===== config.mk =====
export PLATFORM = sky130hd
export DESIGN_NAME = sdrd_capture
export DESIGN_NICKNAME = d
export VERILOG_FILES = /design/src/rtl/sdrd_capture.sv
export SDC_FILE = /design/constraint.sdc
export NUM_CORES = 1
export LEC_CHECK = 0
export BUFFER_PORTS_ARGS = -buffer_cell sky130_fd_sc_hd__buf_4
export CORE_AREA = 2 2 70 72
export CTS_CLUSTER_DIAMETER = 150
export CTS_CLUSTER_SIZE = 8
export DETAILED_ROUTE_END_ITERATION = 6
export DIE_AREA = 0 0 72 74
export SLEW_MARGIN = 20
export SYNTH_ARGS = -nofsm -noshare
export SYNTH_HDL_FRONTEND = slang
export SYNTH_SLANG_ARGS = --single-unit

===== constraint.sdc =====
create_clock -name clk -period 2 [get_ports clk]
set_input_delay 0.1 -clock clk [delete_from_list [all_inputs] [get_ports clk]]
set_output_delay 0.1 -clock clk [all_outputs]
set_load 0.05 [all_outputs]

===== src/rtl/sdrd_capture.sv =====
// Serial-ID byte assembler: samples SDRD once per qualified bus read and builds bytes LSB-first.
// Flags: rdy when a byte is waiting, ovr on an unread overwrite, terr when a stalled partial byte is dropped.
module sdrd_capture #(
   parameter int SAMPLE_DLY = 2,
   parameter int TIMEOUT    = 1023
) (
   input  logic       clk,
   input  logic       rst,
   input  logic       SSER,
   input  logic       BA13,
   input  logic       BA12,
   input  logic [3:0] BA,
   input  logic       BR_W,
   input  logic       SDRD,
   input  logic       rd_stb,
   output logic [7:0] data,
   output logic       rdy,
   output logic       ovr,
   output logic       terr,
   output logic [2:0] bitcnt
);

   // state  | meaning
   // IDLE   | waiting for a qualified access edge
   // DELAY  | counting down to the SDRD sample point
   // SAMPLE | one clk: capture SDRD, or clear on a resync access
   // HOLD   | access still active; wait for qual to drop
   typedef enum logic [1:0] {IDLE, DELAY, SAMPLE, HOLD} state_t;

   localparam logic [3:0] DLY_LOAD = 4'(SAMPLE_DLY - 1);
   localparam logic [9:0] TO_LAST  = 10'(TIMEOUT - 1);

   state_t     state_q, state_d;
   logic [3:0] dly_q, dly_d;
   logic [9:0] idle_cnt_q, idle_cnt_d;
   logic [7:0] sh_q, sh_d;
   logic [7:0] data_q, data_d;
   logic [2:0] bitcnt_q, bitcnt_d;
   logic       rdy_q, rdy_d, ovr_q, ovr_d, terr_q, terr_d, qual_r_q, qual_r_d;

   logic qual, acc_edge, resync, do_sample, capture, complete, timeout_hit;

   always_comb begin
      qual        = ~SSER & ~BA13 & BA12 & BR_W;
      acc_edge    = qual & ~qual_r_q;
      resync      = (BA == 4'hF);
      do_sample   = (state_q == SAMPLE) & ~SSER;
      capture     = do_sample & ~resync;
      complete    = capture & (bitcnt_q == 3'd7);
      timeout_hit = (state_q == IDLE) & (bitcnt_q != 3'd0) & ~acc_edge & (idle_cnt_q == TO_LAST);

      state_d    = state_q;
      dly_d      = dly_q;
      idle_cnt_d = idle_cnt_q;
      sh_d       = sh_q;
      data_d     = data_q;
      bitcnt_d   = bitcnt_q;
      rdy_d      = rdy_q;
      ovr_d      = ovr_q;
      terr_d     = terr_q;
      qual_r_d   = qual;

      case (state_q)
         IDLE: if (acc_edge) begin
            state_d = DELAY;
            dly_d   = DLY_LOAD;
         end
         DELAY: begin
            if (!qual)                state_d = IDLE;
            else if (dly_q == 4'd0)   state_d = SAMPLE;
            else                      dly_d   = dly_q - 4'd1;
         end
         SAMPLE:  state_d = HOLD;
         HOLD:    if (!qual) state_d = IDLE;
         default: state_d = IDLE;
      endcase
      if (SSER) state_d = IDLE;

      if (do_sample && resync) begin
         sh_d     = 8'h00;
         bitcnt_d = 3'd0;
      end else if (capture) begin
         if (complete) begin
            data_d   = {SDRD, sh_q[6:0]};
            sh_d     = 8'h00;
            bitcnt_d = 3'd0;
         end else begin
            sh_d[bitcnt_q] = SDRD;
            bitcnt_d       = bitcnt_q + 3'd1;
         end
      end

      if (acc_edge || bitcnt_q == 3'd0) begin
         idle_cnt_d = 10'd0;
      end else if (timeout_hit) begin
         idle_cnt_d = 10'd0;
         bitcnt_d   = 3'd0;
         sh_d       = 8'h00;
      end else if (state_q == IDLE && idle_cnt_q != 10'h3FF) begin
         idle_cnt_d = idle_cnt_q + 10'd1;
      end

      if (complete)    rdy_d = 1'b1;
      else if (rd_stb) rdy_d = 1'b0;

      // A read landing with the new byte consumes the old one, so no overrun.
      if (complete && rd_stb)     ovr_d = ovr_q;
      else if (complete && rdy_q) ovr_d = 1'b1;
      else if (rd_stb)            ovr_d = 1'b0;

      if (timeout_hit) terr_d = 1'b1;
      else if (rd_stb) terr_d = 1'b0;
   end

   always_ff @(posedge clk) begin
      if (rst) begin
         state_q    <= IDLE;
         dly_q      <= 4'd0;
         idle_cnt_q <= 10'd0;
         sh_q       <= 8'h00;
         data_q     <= 8'h00;
         bitcnt_q   <= 3'd0;
         rdy_q      <= 1'b0;
         ovr_q      <= 1'b0;
         terr_q     <= 1'b0;
         qual_r_q   <= 1'b0;
      end else begin
         state_q    <= state_d;
         dly_q      <= dly_d;
         idle_cnt_q <= idle_cnt_d;
         sh_q       <= sh_d;
         data_q     <= data_d;
         bitcnt_q   <= bitcnt_d;
         rdy_q      <= rdy_d;
         ovr_q      <= ovr_d;
         terr_q     <= terr_d;
         qual_r_q   <= qual_r_d;
      end
   end

   assign data   = data_q;
   assign rdy    = rdy_q;
   assign ovr    = ovr_q;
   assign terr   = terr_q;
   assign bitcnt = bitcnt_q;

endmodule


* Yosys cells after proc, flatten, opt, wreduce, memory -nomap -nowiden *
Index checks and enable logic that the tools add are counted.

operators by class
  add/sub/neg operators = 3
  $lt $le $gt $ge = 2
  equality and inequality tests = 12
  muxes and demuxes = 26
  bitwise logic cells = 17
  reduce and logical (&&, ||, !) cells = 20

operator list
  operator                                                               count
  8-bit two-way mux                                                      5
  3-bit two-way mux                                                      5
  4-bit two-way mux                                                      3
  10-bit by 1-bit adder with 10-bit output (second input constant)       1
  1-bit AND                                                              10
  10-bit == test (second input constant)                                 1
  10-bit != test (second input constant)                                 1
  8-bit bitwise mux                                                      1
  2-bit two-way mux                                                      4
  2-bit != test (second input constant)                                  4
  2-bit one-hot mux with 4 select lines                                  1
  4-bit one-hot mux with 2 select lines                                  1
  2-bit nonzero test                                                     4
  1-bit inverter                                                         7
  3-bit AND reduction                                                    2
  1-bit logical AND                                                      5
  1-bit two-way mux                                                      5
  2-bit == test (second input constant)                                  2
  4-bit == test (second input constant)                                  1
  4-bit logical NOT                                                      1
  3-bit by 4-bit < comparator with 1-bit output (second input constant)  1
  4-bit AND reduction                                                    1
  4-bit by 1-bit subtractor with 4-bit output (second input constant)    1
  3-bit by 1-bit adder with 3-bit output (second input constant)         1
  other kinds (12)                                                       12

word-level totals
  bits in registers = 39
  word-level logic and storage cells = 90

* Logic depth before layout (Yosys ltp) *
  depth after elaboration = 10
  mapped depth = 8
  mapped depth without buffers = 6

* Worst setup path before layout *
OpenSTA, ideal clock, no wires.

  path kind = register to register
  start = reg bitcnt_q[0] (netlist: bitcnt[0])
  end = reg idle_cnt_q[3]
  data arrival time = 1.902 ns
  data required time = 1.912 ns
  path slack = 0.010 ns
  stages on the path, launching flop included = 9
  buffers on the path = 2
  period minus slack after synthesis = 1.990 ns
  path through = dfxtp_1 -> clkbuf_1 -> inv_1 -> ha_1 -> inv_1 -> o22ai_2 -> a211o_1 -> buf_6 -> a311oi_2

on the way
  word-level cells in the longest chain between the ends = 5
  elaborated cells between the ends (all ways) = 7

ends and longest elaborated chain
  item                                     RTL line  source
  start: declaration                       38        logic [2:0] bitcnt_q, bitcnt_d;
  start signal: assignment                 133       bitcnt_q <= bitcnt_d;
  3-bit nonzero test                       50        timeout_hit = (state_q == IDLE) & (bitcnt_q != 3'd0) & ~acc_edge & (idle_cnt_q == TO_LAST);
  1-bit AND (3 in series)                  50
  3-bit OR reduction (no source line) (*)  -
  end signal: assignment                   130       idle_cnt_q <= idle_cnt_d;
  end: declaration                         35        logic [9:0] idle_cnt_q, idle_cnt_d;

Every way passes the cells marked *; elsewhere a longest branch is shown, timed or not.
A chain may end at the register's enable or synchronous reset.

* Worst setup path after layout *
  start = reg bitcnt_q[0] (netlist: bitcnt[0])
  end = reg idle_cnt_q[6]

The elaborated chain is that of the path after synthesis.

==> metrics <==
fillers=between 400 and 500; row count=25; CP Max Fanout=11; Starting Density=0.4384; final hold violations=0; dpl cells=roughly 290; Final Instance Count excl. Fillers=slightly below 300; Syn Inst Count=around 210; clk_skew=between 0.003 and 0.004 ns; GRT Overall Usage=0.1723; cell mode on critical path=inv_1; Final Critical Period=1.757 ns; vias in the first global route=about 1600; fmax=approximately 0.57 GHz; Slew @ Worst Pin=around 0.46 ns; max-slew violations=0; Area Overhead vs Synth=17.44%; Antenna diodes=0; Post-synth EDFFs=0; crit path launch type=flip-flop; Syn Area/Cell=roughly 9.5 um2; largest net degree at the start of global routing=23; post-synth top area cell=dfxtp_1; worst-path cell chain=inv_1 -> ha_1 -> inv_1 -> o22ai_2 -> a211o_1 -> a311oi_2; CTS Hold Bufs=0; Reg clk slew, reported paths=approximately 0.070 ns; Nets=between 200 and 300; CP top delay family=compound AO/OA/AOI/OAI gates; Buffers & Inverters on Critical Path=2; share of cells above drive strength 1=0.2697; Comb power frac=0.040; fin crit share=0.8787; top cells by count, synth=dfxtp_1, nor2_1, mux2i_1; first-pass GRT wire length=about 7000 um; H-tree depth=2; post-CTS sizing=0; Netlist cell types=48; DP HPWL=2897 um; gpl congestion=0.7740; Pre-Repair DR Iteration Count=4; arrival time worst endpoint=between 1.5 and 2 ns; Top FF cell, synth=dfxtp_1; core footprint=0.004598 mm2; multi-input combinational cell area=roughly 0.0012 mm2; ANT nets after route=0; Post-Syn Area=0.002016 mm2; Synth top area share=0.3774; Root Buffer=clkbuf_8; P_sw=around 300 uW; Crit Path Class=flip-flop to flip-flop; DRC violations left=0; Internal=about 1.2 mW; Hold/Removal Path Class=primary input to flip-flop; Yosys Warn Count=0; Clock Tree Buf Depth=2; Seq/Total Area, Yosys=0.3774; final core utilization=0.5148; CTS Buf Count=5; I/O pin count=26; status=finished clean; Initial DRC Count=64; Sw Ratio=0.2064; max incr delay on CP=between 0.5 and 0.6 ns; Post-CTS Setup Inserts=0; Worst Path Required=around 2.2 ns; Worst-Skew Late Latency=0.29 ns; Post-Route WL=4165 um; CTS tree=yes; Reg power frac=0.520; Setup TNS=0 ns; RSZ-0062 raised after global routing=no; max-cap violations=0; Slew HR=0.6927; average routed wire per standard cell=~14 um; slowest stage cell, crit path=dfxtp_1; initial antenna violation count=0; Via Count=about 1600; final setup fails=0; count leader, synth=dfxtp_1; peak supply drop=roughly 0.44 mV; P_leak=0.9284 nW; via/cell ratio=5.529; clk sinks=38; DIE AREA=between 0.005 and 0.006 mm2; Post-Synthesis Net Count=230; FF+latch area=about 760 um2; crit end category=flip-flop; Die Y=between 70 and 80 um; Final Power=1.460 mW; number of buffers added on ports=25; register bit total from synthesis=38; Post-synth ARST share=0; power density over cell area=around 620 mW/mm2; Synth area leaders=dfxtp_1, mux2i_1, nor3_2, ha_1, nor2_1; DIE WIDTH=just over 70 um; grt ovf=0; clock power share=0.439; hold_ws=around 0.035 ns
==> path summary, 6_finish.rpt <==
path	cells past startpoint	slack, ns	endpoint	startpoint
setup / recovery	6	0.24	idle_cnt_q[6]$_SDFFE_PP0P_	bitcnt[0]$_SDFF_PP0_
hold / removal	2	0.03	state_q[0]$_SDFFE_PP0P_	SSER
setup reg to reg	6	0.24	idle_cnt_q[6]$_SDFFE_PP0P_	bitcnt[0]$_SDFF_PP0_
hold reg to reg	2	0.48	sh_q[6]$_SDFF_PP0_	sh_q[6]$_SDFF_PP0_
==> per-layer routing <==
| layer | wire, um | vias up | track usage |
|---|---|---|---|
| met1 | 1969 | 774 | 0.2146 |
| met4 | 42 | 0 | 0.05660 |
| met3 | 153 | 5 | 0.04336 |
| met5 | 0 | - | 0 |
| met2 | 1999 | 28 | 0.2942 |
| li1 | - | 824 | - |
==> through the flow <==
| step | worst slack, ns | cell area, um2 |
|---|---|---|
| final | 0.2426 | 2367 |
| after global routing | 0.02247 | 2367 |
| after CTS | 0.2192 | 2367 |
| after detailed placement | 0.2502 | 2261 |
| after global placement | 0.2952 | 2261 |
| after floorplan | 0.009844 | 2016 |
==> cell families (layout without fill, tap and decap cells) <==
logic type,count (synthesis),count (layout),synth area share
DFF,38,38,0.3774
buffers and inverters,21,50,0.05152
and+or+nand+nor,91,91,0.2893
AOI/OAI and AO/OA,35,35,0.1415
adders and majority gates,6,6,0.03724
muxes,18,18,0.09000
xor gates and xnor gates,3,3,0.01304
==> registers in the layout, summed over array words and instances, names as in the netlist, named ones only <==
name,count
bitcnt,3
data,8
dly_q,4
idle_cnt_q,10
ovr,1
qual_r_q,1
rdy,1
sh_q,7
state_q,1
terr,1
==> cells in the final DEF, fill, tap and decap left out, types with 3 or more instances in the layout <==
| master | synthesis | layout |
|---|---|---|
| and2_1 | 4 | 4 |
| nor3b_1 | 5 | 5 |
| clkbuf_8 | 0 | 5 |
| a21oi_1 | 8 | 8 |
| mux2i_1 | 17 | 17 |
| nand2b_1 | 3 | 3 |
| nand3_1 | 10 | 10 |
| buf_4 | 2 | 33 |
| inv_1 | 9 | 9 |
| nor3_2 | 9 | 9 |
| nand2_1 | 11 | 11 |
| dfxtp_1 | 38 | 38 |
| ha_1 | 6 | 6 |
| a31oi_1 | 3 | 3 |
| nand3b_1 | 3 | 3 |
| a2bb2oi_1 | 6 | 6 |
| nand4_1 | 6 | 6 |
| nor3_1 | 8 | 8 |
| nor2_1 | 18 | 18 |
==> final cells by class <==
| cell class | instances | area share |
|---|---|---|
| multi-input cells | 153 | 0.4863 |
| flip-flops and latches | 38 | 0.3214 |
| well taps | 54 | 0.02854 |
| clock buffers | 7 | 0.03224 |
| clock inverters | 1 | 0.01268 |
| inverters | 9 | 0.01427 |
| repair buffers | 33 | 0.1047 |
==> worst register-to-register path: stages (launching register included) <==
cell and delay (ns):
dfxtp_1 0.51, inv_1 0.11, ha_1 0.20, inv_1 0.08, o22ai_2 0.08, a211o_1 0.46
a311oi_2 0.24
==> power by group through the flow <==
stage	registers [mW]	logic [mW]	clock network, mW
floorplan	0.776	0.0329	0
global placement	0.777	0.0587	0
finish	0.759	0.0589	0.642
CTS	0.759	0.0591	0.660
global route	0.760	0.0645	0.693
detailed placement	0.777	0.0589	0
Note: power is estimated with default switching activity, not from simulation.
